**config.mk**
```make
export PLATFORM = sky130hd
export DESIGN_NAME = ifetch
export DESIGN_NICKNAME = d
export VERILOG_FILES = /design/src/rtl/ifetch.sv
export SDC_FILE = /design/constraint.sdc
export NUM_CORES = 1
export LEC_CHECK = 0
export CAP_MARGIN = 20
export CORE_MARGIN = 3
export CORE_UTILIZATION = 53
export CTS_BUF_LIST = sky130_fd_sc_hd__clkbuf_8 sky130_fd_sc_hd__clkbuf_16
export CTS_CLUSTER_SIZE = 12
export DETAILED_ROUTE_END_ITERATION = 7
export PLACE_DENSITY = 0.79
export SYNTH_ARGS = -nofsm -noshare
export SYNTH_HDL_FRONTEND = slang
export SYNTH_SLANG_ARGS = --single-unit
export TNS_END_PERCENT = 1
```
**constraint.sdc**
```tcl
create_clock -name clk -period 4.1 [get_ports clk]
set_input_delay 1.23 -clock clk [delete_from_list [all_inputs] [get_ports clk]]
set_output_delay 1.23 -clock clk [all_outputs]
set_load 0.05 [all_outputs]
```
**src/rtl/ifetch.sv**
```systemverilog
// ifetch: instruction fetch/prefetch unit.
// Reads 32-bit words from instruction memory (one request in flight at most),
// splits each word into two 16-bit halfwords, buffers them in a small queue
// and hands them to decode one per accepted cycle. Redirects flush the queue
// and restart fetch; a request already on the bus is absorbed via 'discard'.
module ifetch #(
    parameter int            RV       = 32,
    parameter int            QDEPTH   = 4,
    parameter logic [RV-1:0] RESET_PC = {RV{1'b0}}
) (
    input  logic          clk,
    input  logic          reset,
    output logic          mem_req,
    output logic [RV-1:0] mem_addr,
    input  logic          mem_ack,
    input  logic [31:0]   mem_rdata,
    input  logic          dec_ready,
    output logic [15:0]   ins,
    output logic [RV-1:0] ins_pc,
    output logic          rdone,
    input  logic          redir,
    input  logic [RV-1:0] redir_pc,
    output logic          fetch_fault
);

    localparam int PW = $clog2(QDEPTH);
    localparam int CW = PW + 1;

    localparam logic [CW-1:0]   CNT_ZERO  = {CW{1'b0}};
    localparam logic [CW-1:0]   CNT_ONE   = {{(CW-1){1'b0}}, 1'b1};
    localparam logic [CW-1:0]   CNT_TWO   = {{(CW-2){1'b0}}, 2'b10};
    localparam logic [CW-1:0]   CNT_QD    = CW'(QDEPTH);
    localparam logic [PW-1:0]   PTR_ZERO  = {PW{1'b0}};
    localparam logic [PW-1:0]   PTR_ONE   = {{(PW-1){1'b0}}, 1'b1};
    localparam logic [RV-1:0]   PC_STEP2  = {{(RV-2){1'b0}}, 2'b10};
    localparam logic [RV-1:2]   WA_STEP1  = {{(RV-3){1'b0}}, 1'b1};

    // Fetch word address (byte address bits [1:0] are implied zero)
    logic [RV-1:2] fwa_r,     fwa_nx_s;
    logic [RV-1:0] ins_pc_r,  ins_pc_nx_s;
    logic [RV-1:0] addr_r,    addr_nx_s;
    logic [PW-1:0] rd_ptr_r,  rd_ptr_nx_s;
    logic [PW-1:0] wr_ptr_r,  wr_ptr_nx_s;
    logic [PW-1:0] wr_ptr_p1_s;
    logic [CW-1:0] cnt_r,     cnt_nx_s;
    logic [CW-1:0] push_n_s;
    logic [CW-1:0] pop_n_s;
    logic          req_r,     req_nx_s;
    logic          discard_r, discard_nx_s;
    logic          skip_lo_r, skip_lo_nx_s;
    logic          fault_r,   fault_nx_s;
    logic          ack_s;
    logic          rdone_s;
    logic          push_lo_s;
    logic          push_hi_s;
    logic [15:0]   q_r [QDEPTH];

    // An ack only counts when it completes our own outstanding request
    assign ack_s       = mem_ack & req_r;
    // Hand a halfword to decode when one is buffered, decode accepts, and no redirect
    assign rdone_s     = (cnt_r != CNT_ZERO) & dec_ready & ~redir;
    assign wr_ptr_p1_s = wr_ptr_r + PTR_ONE;

    // Next-state logic: redirect first, then ack absorption/push, pop, and issue
    always_comb begin
        fwa_nx_s     = fwa_r;
        ins_pc_nx_s  = ins_pc_r;
        addr_nx_s    = addr_r;
        rd_ptr_nx_s  = rd_ptr_r;
        wr_ptr_nx_s  = wr_ptr_r;
        cnt_nx_s     = cnt_r;
        req_nx_s     = req_r;
        discard_nx_s = discard_r;
        skip_lo_nx_s = skip_lo_r;
        fault_nx_s   = fault_r;
        push_lo_s    = 1'b0;
        push_hi_s    = 1'b0;
        push_n_s     = CNT_ZERO;
        pop_n_s      = CNT_ZERO;

        if (redir) begin
            // Flush and restart; a request still on the bus must be absorbed later
            fwa_nx_s     = redir_pc[RV-1:2];
            ins_pc_nx_s  = redir_pc;
            skip_lo_nx_s = redir_pc[1];
            fault_nx_s   = redir_pc[0];
            rd_ptr_nx_s  = PTR_ZERO;
            wr_ptr_nx_s  = PTR_ZERO;
            cnt_nx_s     = CNT_ZERO;
            discard_nx_s = req_r & ~mem_ack;
        end else begin
            if (ack_s) begin
                if (discard_r) begin
                    // Stale word from before a redirect: drop it
                    discard_nx_s = 1'b0;
                end else begin
                    push_lo_s    = ~skip_lo_r;
                    push_hi_s    = 1'b1;
                    skip_lo_nx_s = 1'b0;
                    fwa_nx_s     = fwa_r + WA_STEP1;
                end
            end else begin
                discard_nx_s = discard_r;
            end

            if (push_lo_s) begin
                push_n_s = CNT_TWO;
            end else if (push_hi_s) begin
                push_n_s = CNT_ONE;
            end else begin
                push_n_s = CNT_ZERO;
            end

            if (rdone_s) begin
                pop_n_s     = CNT_ONE;
                rd_ptr_nx_s = rd_ptr_r + PTR_ONE;
                ins_pc_nx_s = ins_pc_r + PC_STEP2;
            end else begin
                pop_n_s     = CNT_ZERO;
            end

            cnt_nx_s    = cnt_r + push_n_s - pop_n_s;
            wr_ptr_nx_s = wr_ptr_r + push_n_s[PW-1:0];
        end

        // Request stays up until acked; a new one issues only with room for a full word
        if (req_r) begin
            req_nx_s = ~ack_s;
        end else if (~fault_nx_s && ((cnt_nx_s + CNT_TWO) <= CNT_QD)) begin
            req_nx_s  = 1'b1;
            addr_nx_s = {fwa_nx_s, 2'b00};
        end else begin
            req_nx_s = 1'b0;
        end
    end

    // Control and pointer state registers
    always_ff @(posedge clk or negedge reset) begin
        if (!reset) begin
            fwa_r     <= RESET_PC[RV-1:2];
            ins_pc_r  <= RESET_PC;
            addr_r    <= {RESET_PC[RV-1:2], 2'b00};
            rd_ptr_r  <= PTR_ZERO;
            wr_ptr_r  <= PTR_ZERO;
            cnt_r     <= CNT_ZERO;
            req_r     <= 1'b0;
            discard_r <= 1'b0;
            skip_lo_r <= RESET_PC[1];
            fault_r   <= 1'b0;
        end else begin
            fwa_r     <= fwa_nx_s;
            ins_pc_r  <= ins_pc_nx_s;
            addr_r    <= addr_nx_s;
            rd_ptr_r  <= rd_ptr_nx_s;
            wr_ptr_r  <= wr_ptr_nx_s;
            cnt_r     <= cnt_nx_s;
            req_r     <= req_nx_s;
            discard_r <= discard_nx_s;
            skip_lo_r <= skip_lo_nx_s;
            fault_r   <= fault_nx_s;
        end
    end

    // Halfword queue storage: low half first so program order is preserved
    always_ff @(posedge clk or negedge reset) begin
        if (!reset) begin
            for (int i = 0; i < QDEPTH; i++) begin
                q_r[i] <= 16'h0000;
            end
        end else if (push_lo_s) begin
            q_r[wr_ptr_r]    <= mem_rdata[15:0];
            q_r[wr_ptr_p1_s] <= mem_rdata[31:16];
        end else if (push_hi_s) begin
            q_r[wr_ptr_r]    <= mem_rdata[31:16];
        end else begin
            q_r[wr_ptr_r]    <= q_r[wr_ptr_r];
        end
    end

    assign mem_req     = req_r;
    assign mem_addr    = addr_r;
    assign ins         = q_r[rd_ptr_r];
    assign ins_pc      = ins_pc_r;
    assign rdone       = rdone_s;
    assign fetch_fault = fault_r;

endmodule
```
## After elaboration in Yosys (flattened, before gate mapping)

Index checks and enable logic that the tools add are counted.

| word-level totals | value |
|---|---|
| input port bits | 69 |
| output and inout port bits | 83 |
| register bits | 167 |

| operators by class | value |
|---|---|
| reduce and logical (&&, ||, !) cells | 8 |
| equal/unequal tests | 1 |
| $lt $le $gt $ge | 6 |
| bitwise operators | 13 |
| add/subtract/negate cells | 8 |
| multiplexer cells | 46 |

Operators by type and width:

| cell | count |
|---|---|
| 64-bit bitwise mux | 4 |
| 64-bit two-way mux | 2 |
| 16-bit two-way mux | 6 |
| 30-bit two-way mux | 3 |
| 16-bit binary-select mux with 2-bit select | 2 |
| 16-bit demux with 2-bit select | 2 |
| 32-bit two-way mux | 2 |
| 32-bit by 2-bit adder with 32-bit output, second input constant | 1 |
| 30-bit by 1-bit adder with 30-bit output, second input constant | 1 |
| 1-bit two-way mux | 18 |
| 3-bit >= comparator, second input constant | 3 |
| 3-bit two-way mux | 3 |
| 2-bit NOT with 3-bit output | 3 |
| 2-bit two-way mux | 4 |
| 3-bit by 1-bit < comparator with 1-bit output, second input constant | 2 |
| 1-bit NOT | 6 |
| 2-bit by 1-bit adder with 2-bit output, second input constant | 2 |
| 1-bit AND | 4 |
| 2-bit AND reduction | 2 |
| 2-bit nonzero test | 2 |
| 3-bit by 2-bit adder with 3-bit output, second input constant | 1 |
| 3-bit adder | 1 |
| 3-bit <= comparator, second input constant | 1 |
| 1-bit logical AND | 3 |
| other kinds (4) | 4 |

## Logic depth before layout (Yosys ltp)

Gate-level depths: netlist of the first run.

| logic depth | value |
|---|---|
| word-level depth | 14 |
| mapped depth | 15 |

## Least setup slack after synthesis of the first run

No wires, ideal clock.

| timing path | value |
|---|---|
| path kind | input -> register |
| from | in redir |
| to | reg addr_r[18] (netlist: mem_addr[18]) |
| stages | 14 |
| setup time | 0.125 ns |
| setup slack | -0.937 ns |
| arrival time | 4.913 ns |
| data required time | 3.975 ns |
| cell sequence | clkbuf_1 clkbuf_1 clkbuf_1 clkbuf_1 nor2_1 ha_1 inv_1 ha_1 fa_1 xnor3_1 or3_1 nand3_1 buf_2 mux2_2 |

| between the ends | value |
|---|---|
| cells in the longest elaborated chain, start to end | 10 |
| elaborated cells on any way between the ends | 13 |
| those cells by class | add/sub (2); order compare (1); mux (5); bitwise (3); reduce/logical (2) |

Ends and longest elaborated chain:

| item | line | source |
|---|---|---|
| start: declaration | 21 | `input logic redir,` |
| 1-bit NOT | 61 | `assign rdone_s = (cnt_r != CNT_ZERO) & dec_ready & ~redir;` |
| 1-bit AND | 61 |  |
| named net rdone | 20 | `output logic rdone,` |
| 1-bit two-way mux | 114 | `if (rdone_s) begin` |
| 3-bit two-way mux | 81 | `if (redir) begin` |
| 3-bit subtractor | 122 | `cnt_nx_s = cnt_r + push_n_s - pop_n_s;` |
| 3-bit two-way mux | 81 |  |
| 3-bit by 2-bit adder with 3-bit output | 129 | `end else if (~fault_nx_s && ((cnt_nx_s + CNT_TWO) <= CNT_QD)) begin` |
| 3-bit <= comparator | 129 |  |
| 1-bit logical AND | 129 |  |
| 2-bit AND reduction (no line) | - |  |
| end signal: assignment | 142 | `addr_r <= {RESET_PC[RV-1:2], 2'b00};` |
| end signal: assignment | 153 | `addr_r <= addr_nx_s;` |
| end: declaration | 41 | `logic [RV-1:0] addr_r, addr_nx_s;` |

The timed path passes the listed nets, and every way through them passes these cells. The select of a mux whose other input is x is not followed.
A chain may end at the register's enable or synchronous reset.

## Worst setup path after layout of the first run

| timing path | value |
|---|---|
| from | in mem_ack |
| to | reg addr_r[27] (netlist: mem_addr[27]) |

| between the ends | value |
|---|---|
| cells in the longest elaborated chain, start to end | 13 |
| elaborated cells on any way between the ends | 17 |
| those cells by class | add/sub (3); order compare (1); mux (10); bitwise (1); reduce/logical (2) |

Ends and longest elaborated chain:

| item | line | source |
|---|---|---|
| start: declaration | 15 | `input logic mem_ack,` |
| 1-bit AND (*) | 59 | `assign ack_s = mem_ack & req_r;` |
| 1-bit two-way mux | 92 | `if (ack_s) begin` |
| 1-bit two-way mux | 81 |  |
| 1-bit two-way mux | 108 | `end else if (push_hi_s) begin` |
| 2-bit two-way mux | 106 | `if (push_lo_s) begin` |
| 3-bit two-way mux | 81 |  |
| 3-bit adder | 122 |  |
| 3-bit subtractor | 122 |  |
| 3-bit two-way mux | 81 |  |
| 3-bit by 2-bit adder with 3-bit output | 129 |  |
| 3-bit <= comparator | 129 |  |
| 1-bit logical AND | 129 |  |
| 2-bit AND reduction (no line) | - |  |

Every way passes the cells marked *; elsewhere a longest branch is shown, timed or not. The select of a mux whose other input is x is not followed.

==> key figures, run 1 <==
Floorplanning
  • Core area: ~0.018 mm²
  • Top-level I/O count: between 150 and 200
  • Die ar.: about 0.020 mm²
  • Die width: 142 µm
  • Height of the chip: about 140 µm
  • Site row count: 49
  • Starting Density: 0.543

Synth
  • Mapped Cells: between 900 and 1000
  • Synth area leaders: dfrtp_1 (42%), mux4_2 (7.3%), mux2_2 (6.6%)
  • Synth warn: 0
  • Yosys cell types: 61
  • Count leader, synth: dfrtp_1
  • Ys flop type: dfrtp_1
  • FF+latch count, synth: approximately 170
  • Register area share after synthesis: 0.424
  • Cell accounting for the most synthesized area: dfrtp_1
  • Commonest cells post-synth: dfrtp_1 (167), nand2_1 (80), o21ai_0 (71)
  • Post-synth design cell area: between 0.009 and 0.01 mm²
  • Post-synth EDFFs: 0
  • Mean Syn Cell Area: 10.2 µm²
  • Share of synthesized registers carrying an async set or reset: 1.00
  • Post-synth top area share: 0.424

Clocking
  • Clock buffer depth: 2
  • Postcts setup bufs: 0
  • Post-cts sizing count: 0
  • Clk sink count: 167
  • Skew-Pair Late Insertion Delay: 0.43 ns
  • CTS clk-pin slew, worst paths: 0.07 ns
  • CTS Root Cell: clkbuf_16
  • CTS tree: yes
  • Hold Buf Count CTS: 0
  • Htree depth: 4
  • Clock buffer count from CTS: 17

Cells and area
  • Syn-to-layout area delta: 26.6%
  • Share of post-route cells with drive strength above 1: 0.176
  • # fillers: between 1000 and 1500
  • Ant diodes: 0
  • Final net count: roughly 1200
  • Non-Filler Instances: 1350

Placed design
  • Dpl cells: ~1300
  • Placer congestion estimate: 0.877
  • # port buffers: 149
  • HPWL after DPL: between 20000 and 25000 µm

STA
  • Slew headroom: 0.318
  • Worst hold slack: 0.505 ns
  • Max-slew violation count: 0
  • RSZ-0062 raised after global routing: false
  • Worst slew pin tran: a little over 1 ns
  • Fmax: about 0.27 GHz
  • Setup violators final: 0
  • Clk_skew: 0.0137 ns
  • Hold Vio Cnt, Final: 0
  • Min cycle time layout: between 3 and 4 ns
  • Fin crit share: 0.914

Worst setup path
  • Flop-to-flop setup slack: approximately 0.88 ns
  • CP endpoint kind: flop
  • Startpoint Class: primary input
  • WP data required: 4.42 ns
  • Worst reg2reg path depth: 11
  • CP arrival: 4.06 ns
  • R2r startpoint: cnt_r[2]
  • Critical path class: primary input to flop
  • Worst-path fanout max: 12
  • Reg2reg end: mem_addr[27]

Detailed routing
  • Antenna Nets Post-Route: 0
  • WL final: approximately 30000 µm
  • Drt via density: about 6.7
  • Routed WL per cell: about 23 µm
  • DRC: 0
  • DR vias: 9041
  • Drt pass-1 iters: 5
  • Initial DRC count: ~1100

Power and ir drop
  • Power Density: about 700 mW/mm²
  • Internal power: a little under 5 mW
  • P_sw: 3.66 mW
  • Worst vdd ir: around 0.00075 V
  • Register share of total power: 0.302
  • Clk network pwr share: 0.205
  • Switch share: 0.430
  • Gate power share: 0.493
  • Pleak: 5.00 nW

Global routing
  • Number of antenna violations at the first check in global routing: 0
  • Vias in the first global route: roughly 9000
  • First-pass GRT wire length: slightly below 50000 µm
  • Total global routing overflow: 0
  • Total Routing Usage GR: 0.301
  • Largest net degree at the start of global routing: a little over 80

Worst hold path
  • Worst Min Path Start: q_r[58]
  • Hold Path Depth: 2
  • HP Class: flop to flop
  • WHS Endpoint: q_r[58]

Run
  • Max-Cap Viols: 0

Outcome
  • Outcome: finished, final reports clean
-- power by group through the flow --
stage                     clock, mW  combinational (mW)  sequential (mW)
after floorplan                   0                2.22             3.12
final                          1.75                4.20             2.57
after CTS                      1.75                4.18             2.56
after global routing           1.83                4.46             2.62
after global placement            0                4.08             2.56
after detailed placement          0                4.16             2.58
-- flip-flops by register name, summed over array words and instances (netlist names) --
| signal | cells |
|---|---|
| cnt_r | 3 |
| ins_pc | 32 |
| wr_ptr_r | 2 |
| q_r | 64 |
| fwa_r | 30 |
| discard_r | 1 |
| fetch_fault | 1 |
| mem_req | 1 |
| mem_addr | 30 |
| skip_lo_r | 1 |
| rd_ptr_r | 2 |
-- logic make-up (layout without fill, tap and decap cells) --
group	count (synthesis)	count (layout)	synth area share
AO/OA/AOI/OAI	284	284	0.193
XOR/XNOR	44	44	0.0405
adder cells (fa/ha/maj)	11	11	0.0147
buffers and inverters	108	263	0.0452
flip-flops	167	167	0.424
multiplexers	94	94	0.144
other	1	2	0.000380
AND/OR/NAND/NOR	256	256	0.139
-- worst max path at each step --
stage	startpoint	end	slack, ns	cells after the start
floorplan	redir	mem_addr[18]	-0.03	14
global placement	dec_ready	mem_addr[20]	0.004	12
detailed placement	mem_ack	mem_addr[16]	-0.05	11
CTS	dec_ready	mem_addr[28]	0.37	12
global route	mem_ack	mem_addr[27]	0.28	11
finish	mem_ack	mem_addr[27]	0.35	11
-- through the flow --
step           utilization  setup slack, ns  cell area, µm²  TNS (ns)  total power [mW]
6_report             0.688            0.352           12500         0              8.52
5_1_grt              0.688            0.283           12500         0              8.92
4_1_cts              0.688            0.368           12500         0              8.49
3_5_place_dp         0.652          -0.0489           11800    -0.846              6.73
3_3_place_gp         0.652          0.00408           11800         0              6.64
2_1_floorplan            -          -0.0264            9950    -0.555              5.34
-- cells in the final DEF, fill, tap and decap left out, types with 5 or more instances in the layout --
cell type,netlist,final
clkinv_8,0,6
ha_1,10,9
a31oi_1,9,9
clkdlybuf4s50_1,0,146
xor2_1,15,15
o31a_1,15,15
nor2_1,35,34
a32oi_1,32,32
clkbuf_16,0,17
buf_12,0,7
or4_1,7,7
a21oi_1,65,65
nor4_1,17,17
nand2b_1,10,10
o21ai_0,71,71
xnor2_1,28,28
a32o_1,16,16
and3_1,6,6
buf_4,2,46
nand2_1,80,80
o31ai_1,24,24
inv_1,29,29
dfrtp_1,167,167
mux4_2,32,32
a22oi_1,16,16
and2_1,17,17
nor2b_1,5,5
nor3_1,12,11
mux2_2,58,58
or3_1,7,6
nand4_1,20,20
a21boi_0,8,8
a22o_1,18,18
nand3_1,20,19
-- layout make-up --
class / count / area [µm²] / share of cell area
repair buffers: 201 / 1960 / 0.157
inverters: 30 / 113 / 0.00902
well taps: 229 / 287 / 0.0229
flip-flops and latches: 167 / 4180 / 0.335
clock buffers: 17 / 425 / 0.0341
clock inverters: 15 / 226 / 0.0181
multi-input cells: 691 / 5290 / 0.424
-- worst max-delay path: stages --
cell	delay (ns)
clkdlybuf4s50_1	0.52
and3b_1	0.23
nand2b_1	0.10
ha_1	0.29
inv_1	0.05
fa_2	0.38
xnor3_1	0.21
or3_4	0.39
nand3_4	0.15
buf_12	0.16
mux2_2	0.34
-- per-layer routing --
layer  global-route usage  wire length (µm)  part of all wire
met1                0.422             12100              0.40
met2                0.477             14500              0.48
met3               0.0501              2850             0.094
met4                0.108               896             0.029
met5                    0                 0                 0
No activity file was read; power rests on OpenSTA's default activity.
==> run 2, diff against run 1 <==
- ABC_AREA: unset -> 1
- PLACE_DENSITY: 0.79 -> 0.78
==> run 2 against run 1 <==
Effect of this change: count of clock-buffer cells in the layout unchanged; critical path type is now primary input to primary output; die area increased by 12%; critical path depth decreased by 4; fmax increased by 3.6%; largest cell class unchanged; largest power group unchanged; clock skew decreased by 0.0011 ns; power increased by 13%; hold slack got worse by 0.025 ns; via count increased by 35%; critical endpoint is now rdone.
==> key figures, run 2 <==
Outcome
  • Outcome: finished, final reports clean

Placed design
  • DP Area: 0.0131 mm² (+11%)
  • HPWL after DPL: 25900 µm (+23%)
  • Dpl cells: 2037 (+55%)
  • # port buffers: 149 (unchanged)
  • Placer congestion estimate: 0.995 (+13%)

Worst setup path
  • Most used cell along the critical path: inv_1
  • Worst reg2reg path depth: 8 (-3)
  • Delay-heaviest family, CP: buffers and inverters
  • Startpoint Class: primary input
  • CP arrival: 2.39 ns (-1.67 ns)
  • R2r startpoint: wr_ptr_r[0]
  • Worst-path fanout max: 3 (-9)
  • Critical path class: primary input to primary output
  • CP endpoint kind: primary output
  • Reg2reg end: q_r[51]
  • Critical path, cell by cell: clkdlybuf4s50_1 > o31ai_1 > inv_1 > nand2_1 > inv_1 > buf_4 > buf_12
  • Worst path slowest cell: clkdlybuf4s50_1
  • WP data required: 2.87 ns (-1.55 ns)
  • Flop-to-flop setup slack: 1.03 ns (+0.15 ns)
  • Worst Path Buf+Inv: 5 (+2)
  • Critical Path Max Stage Delay: 0.47 ns (-0.05 ns)

Clocking
  • Post-cts sizing count: 0 (unchanged)
  • Clock buffer count from CTS: 17 (unchanged)
  • Skew-Pair Late Insertion Delay: 0.44 ns (about the same)
  • CTS clk-pin slew, worst paths: 0.06 ns (about the same)
  • CTS tree: yes
  • Postcts setup bufs: 0 (unchanged)
  • Clock buffer depth: 2 (unchanged)
  • Htree depth: 4 (unchanged)
  • Hold Buf Count CTS: 0 (unchanged)
  • Clk sink count: 167 (unchanged)
  • CTS Root Cell: clkbuf_16

STA
  • Setup violators final: 0 (unchanged)
  • Min cycle time layout: 3.62 ns (-0.130 ns)
  • Max-slew violation count: 0 (unchanged)
  • Post-route setup TNS: 0 ns (unchanged)
  • Fmax: 0.276 GHz (+3.6%)
  • Fin crit share: 0.882 (-0.0317)
  • Worst hold slack: 0.480 ns (-0.0249 ns)
  • RSZ-0062 raised after global routing: false
  • Slew headroom: 0.374 (+0.0561)
  • Worst slew pin tran: 0.938 ns (-0.0852 ns)
  • Clk_skew: 0.0126 ns (-0.00108 ns)
  • Hold Vio Cnt, Final: 0 (unchanged)

Synth
  • Mapped Cells: 1658 (+72%)
  • Synth warn: 0 (unchanged)
  • Share of synthesized registers carrying an async set or reset: 1.00 (unchanged)
  • Yosys cell types: 41 (-33%)
  • Post-synth top area share: 0.377 (-0.0465)
  • Synth area leaders: dfrtp_1 (38%), nand2_1 (19%), inv_1 (5.8%)
  • Mean Syn Cell Area: 6.68 µm² (-35%)
  • Commonest cells post-synth: nand2_1 (566), inv_1 (172), dfrtp_1 (167)
  • Cell accounting for the most synthesized area: dfrtp_1
  • Post-synth EDFFs: 0 (unchanged)
  • FF+latch count, synth: 167 (unchanged)
  • Ys flop type: dfrtp_1
  • Count leader, synth: nand2_1
  • Register area share after synthesis: 0.377 (-0.0465)
  • Post-synth design cell area: 0.0111 mm² (+12%)

Cells and area
  • Reg with most FFs: q_r
  • Footprint of the multi-input gates: 0.00587 mm² (+11%)
  • Final instance area: 0.0137 mm² (+10%)
  • Final net count: 1866 (+57%)
  • Commonest cells after routing, fill and taps aside: nand2_1 (566), inv_1 (172), dfrtp_1 (167), nor2_1 (145), clkdlybuf4s50_1 (131)
  • Register area: 0.00418 mm² (unchanged)
  • # fillers: 1758 (+31%)
  • Fin util: 0.674 (-0.0138)
  • Share of post-route cells with drive strength above 1: 0.0628 (-0.113)
  • Most common cell after layout, fill and taps aside: nand2_1
  • Syn-to-layout area delta: 24.0%
  • Max reg flops: 64 (unchanged)
  • Non-Filler Instances: 2069 (+53%)
  • Ant diodes: 0 (unchanged)

Global routing
  • Total Routing Usage GR: 0.333 (+0.0318)
  • Number of antenna violations at the first check in global routing: 0 (unchanged)
  • First-pass GRT wire length: 59900 µm (+24%)
  • Vias in the first global route: 11700 (+33%)
  • Total global routing overflow: 0 (unchanged)
  • Largest net degree at the start of global routing: 78 (-3.7%)

Worst hold path
  • Worst Min Path Start: ins_pc[0]
  • Hold Path Depth: 2 (unchanged)
  • WHS Endpoint: ins_pc[0]
  • HP Class: flop to flop

Power and ir drop
  • Pleak: 6.41 nW (+28%)
  • Worst vdd ir: 0.000474 V (-36%)
  • Power Density: 704 mW/mm² (+3.1%)

Floorplanning
  • Top-level I/O count: 152 (unchanged)
  • Core area: 0.0204 mm² (+12%)
  • Height of the chip: 151 µm (+5.7%)
  • Site row count: 52 (+6.1%)
  • Starting Density: 0.544 (about the same)
  • Die ar.: 0.0227 mm² (+12%)
  • Die width: 151 µm (+5.7%)

Detailed routing
  • Antenna Nets Post-Route: 0 (unchanged)
  • WL final: 37400 µm (+23%)
  • Routed WL per cell: 18.1 µm (-20%)
  • Initial DRC count: 1540 (+45%)
  • Drt pass-1 iters: 7 (+2)
  • Drt via density: 5.92 (-12%)
  • DR vias: 12200 (+35%)
  • DRC: 0 (unchanged)

Run
  • Max-Cap Viols: 0 (unchanged)
-- run 2: routing by layer --
layer,vias to the layer above,GRT usage,share of wire
li1,5709,-,-
met1,5671,0.465,0.42
met2,757,0.507,0.44
met3,105,0.0671,0.11
met4,0,0.136,0.033
met5,-,0,0
-- run 2: stage by stage --
stage | power [mW] | setup slack, ns
after global routing | 10.2 | 0.344
after global placement | 7.77 | 0.246
after CTS | 9.60 | 0.489
after detailed placement | 7.86 | 0.146
final | 9.66 | 0.482
after floorplan | 5.91 | 0.0869
-- run 2: worst register-to-register path: cells and delay by family, from the launching register on --
family	cells	cell delay, ns
simple gates	4	1.28
buf+inv	2	0.92
compound gates	1	0.14
flops	1	0.38
fa+ha+maj	1	0.28
-- run 2: where the power goes --
part | switching, mW | total, mW | internal (mW)
Combinational | 3.36 | 5.20 | 1.84
Sequential | 0.512 | 2.75 | 2.24
Clock | 0.785 | 1.71 | 0.925
-- run 2: cell type report --
class,instances,share of cell area
clock buffers,17,0.0310
clock inverters,15,0.0134
inverters,177,0.0484
multi-input cells,1226,0.427
flip-flops and latches,167,0.304
well taps,270,0.0246
repair buffers,197,0.151
-- run 2: worst max path at each step --
stage	start	end	cells after the start
2_1_floorplan	redir	mem_addr[11]	17
3_3_place_gp	dec_ready	mem_addr[26]	17
3_5_place_dp	dec_ready	mem_addr[20]	17
4_1_cts	dec_ready	rdone	7
5_1_grt	dec_ready	mem_addr[27]	16
6_report	dec_ready	rdone	7
-- run 2: logic make-up after synthesis --
family | Yosys count | synth area share
AND/OR/NAND/NOR | 906 | 0.335
buffers and inverters | 266 | 0.0938
adder cells (fa/ha/maj) | 11 | 0.0131
AO/OA/AOI/OAI | 282 | 0.160
flip-flops | 167 | 0.377
XOR/XNOR | 25 | 0.0198
other | 1 | 0.000339
==> run 3, diff against run 2 <==
- CORE_UTILIZATION: 53 -> 50
- PLACE_DENSITY: 0.78 -> 0.74
==> run 3 against run 2 <==
Effect of this change: via count shrank 1.1%; count of clock-buffer cells in the layout unchanged; highest routed layer unchanged; combinational power barely moved; non-clock buffer count down 4; clock skew is 0.0020 ns higher; sequential power is essentially flat; critical endpoint unchanged; critical path type unchanged; die area increased by 5.8%; final area shrank 0.27%.
==> key figures, run 3 (synthesis gave the netlist of run 2 again) <==
Outcome
  • Outcome: finished, final reports clean

Power and ir drop
  • Register share of total power: 0.288 (+0.004)
  • Pwr Total: 9.59 mW (-0.72%)
  • Worst vdd ir: 0.000385 V (-19%)
  • Pleak: 6.38 nW (-0.48%)
  • Power Density: 700 mW/mm² (-0.45%)
  • Clk network pwr share: 0.171 (-0.006)
  • Internal power: 4.92 mW (-1.5%)
  • Switch share: 0.487 (+0.00395)
  • Gate power share: 0.541 (+0.002)
  • P_sw: 4.67 mW (about the same)

Floorplanning
  • Starting Density: 0.517 (-0.0268)
  • Core area: 0.0214 mm² (+5.2%)
  • Die ar.: 0.0240 mm² (+5.8%)
  • Height of the chip: 155 µm (+2.8%)
  • Site row count: 53 (+1.9%)
  • Top-level I/O count: 152 (unchanged)
  • Die width: 155 µm (+2.8%)

Run
  • Max-Cap Viols: 0 (unchanged)

Worst setup path
  • Most used cell along the critical path: inv_1
  • Critical path, cell by cell: clkdlybuf4s50_1 > o31ai_1 > inv_1 > nand2_1 > inv_1 > buf_4 > buf_12
  • Worst Path Buf+Inv: 5 (unchanged)
  • CP endpoint kind: primary output
  • Startpoint Class: primary input
  • CP arrival: 2.52 ns (+0.13 ns)
  • Delay-heaviest family, CP: buffers and inverters
  • Critical Path Max Stage Delay: 0.46 ns (about the same)
  • Worst path slowest cell: clkdlybuf4s50_1
  • Worst-path fanout max: 21 (+18)
  • Critical path class: primary input to primary output
  • WP data required: 2.87 ns (about the same)

Global routing
  • Total Routing Usage GR: 0.315 (-0.0182)
  • Largest net degree at the start of global routing: 64 (-18%)
  • Number of antenna violations at the first check in global routing: 0 (unchanged)
  • GR Util met3: 0.0568 (-0.0103)
  • GR Util met1: 0.399 (-0.0661)
  • Total global routing overflow: 0 (unchanged)
  • Gr busiest metal: met2
  • First-pass GRT wire length: 60700 µm (+1.3%)
  • GRT met2 Usage: 0.514 (+0.00645)
  • Vias in the first global route: 11700 (+0.39%)

Detailed routing
  • Antenna Nets Post-Route: 0 (unchanged)
  • Drt via density: 5.85 (-1.2%)
  • DR vias: 12100 (-1.1%)
  • WL final: 38400 µm (+2.5%)
  • DRC: 0 (unchanged)
  • Initial DRC count: 1139 (-26%)
  • Routed WL per cell: 18.5 µm (+2.5%)
  • Drt pass-1 iters: 6 (-1)

Cells and area
  • Fin util: 0.639 (-0.0350)
  • Share of post-route cells with drive strength above 1: 0.0607 (-0.00209)
  • Syn-to-layout area delta: 23.6%
  • Final net count: 1862 (-0.21%)
  • Footprint of the multi-input gates: 0.00587 mm² (unchanged)
  • Commonest cells after routing, fill and taps aside: nand2_1 (566), inv_1 (172), dfrtp_1 (167), nor2_1 (145), clkdlybuf4s50_1 (131)
  • # fillers: 1993 (+13%)
  • Max reg flops: 64 (unchanged)
  • Register area: 0.00418 mm² (unchanged)
  • Final instance area: 0.0137 mm² (-0.27%)
  • Most common cell after layout, fill and taps aside: nand2_1
  • Ant diodes: 0 (unchanged)
  • Reg with most FFs: q_r
  • Non-Filler Instances: 2070 (+0.048%)

STA
  • Hold Vio Cnt, Final: 0 (unchanged)
  • Worst slew pin tran: 0.980 ns (+0.0417 ns)
  • Slew headroom: 0.346 (-0.0278)
  • Fmax: 0.266 GHz (-3.6%)
  • RSZ-0062 raised after global routing: false
  • Max-slew violation count: 0 (unchanged)
  • Post-route setup TNS: 0 ns (unchanged)
  • Setup violators final: 0 (unchanged)
  • Min cycle time layout: 3.75 ns (+0.136 ns)
  • Fin crit share: 0.916 (+0.0332)
  • Clk_skew: 0.0146 ns (+0.00202 ns)
  • Worst hold slack: 0.487 ns (+0.00628 ns)
  • Setup WS post-layout: 0.346 ns (-0.136 ns)

Clocking
  • Clk sink count: 167 (unchanged)
  • Clock buffer count from CTS: 17 (unchanged)
  • Hold Buf Count CTS: 0 (unchanged)
  • Clock buffer depth: 2 (unchanged)
  • Htree depth: 4 (unchanged)
  • CTS clk-pin slew, worst paths: 0.07 ns (about the same)
  • CTS Root Cell: clkbuf_16
  • Postcts setup bufs: 0 (unchanged)
  • Post-cts sizing count: 0 (unchanged)
  • CTS tree: yes
  • Skew-Pair Late Insertion Delay: 0.44 ns (about the same)

Placed design
  • Dpl cells: 2038 (+0.049%)
  • HPWL after DPL: 26600 µm (+2.9%)
  • DP Area: 0.0131 mm² (about the same)
  • Placer congestion estimate: 0.927 (-6.8%)
  • Pre-CTS setup slack: 0.197 ns (+0.0509 ns)
  • # port buffers: 149 (unchanged)

Worst hold path
  • HP Class: flop to flop
run 3: per-layer routing:
layer	wire, µm	vias up	part of all wire
li1	-	5705	-
met3	3300	136	0.086
met5	0	-	0
met1	15100	5601	0.39
met2	18000	663	0.47
met4	2010	0	0.052
run 3: tightest hold or removal path: cells and delay by family, from the launching register on:
| kind | cells | cell delay (ns) |
|---|---|---|
| flip-flops | 1 | 0.35 |
| AND/OR/NAND/NOR | 2 | 0.11 |
run 3: layout make-up:
type / count / share of cell area
multi-input cells: 1226 / 0.428
flip-flops and latches: 167 / 0.305
repair buffers: 193 / 0.150
inverters: 177 / 0.0485
clock buffers: 17 / 0.0311
well taps: 275 / 0.0251
clock inverters: 15 / 0.0115
run 3: power by group through the flow:
stage | Combinational, mW | Clock (mW) | Sequential [mW]
after CTS | 5.15 | 1.65 | 2.75
after global routing | 5.56 | 1.72 | 2.83
after floorplan | 2.52 | 0 | 3.39
final | 5.19 | 1.64 | 2.76
after detailed placement | 5.14 | 0 | 2.76
after global placement | 5.05 | 0 | 2.77
run 3: worst paths after layout:
kind | from | to | slack [ns] | cells past startpoint
min in group asynchronous | reset | q_r[49] | 0.82 | 1
min | ins_pc[0] | ins_pc[0] | 0.49 | 2
min reg2reg | ins_pc[0] | ins_pc[0] | 0.49 | 2
max in group asynchronous | reset | q_r[13] | 2.54 | 2
max reg2reg | wr_ptr_r[1] | q_r[36] | 1.08 | 8
max | dec_ready | rdone | 0.35 | 7
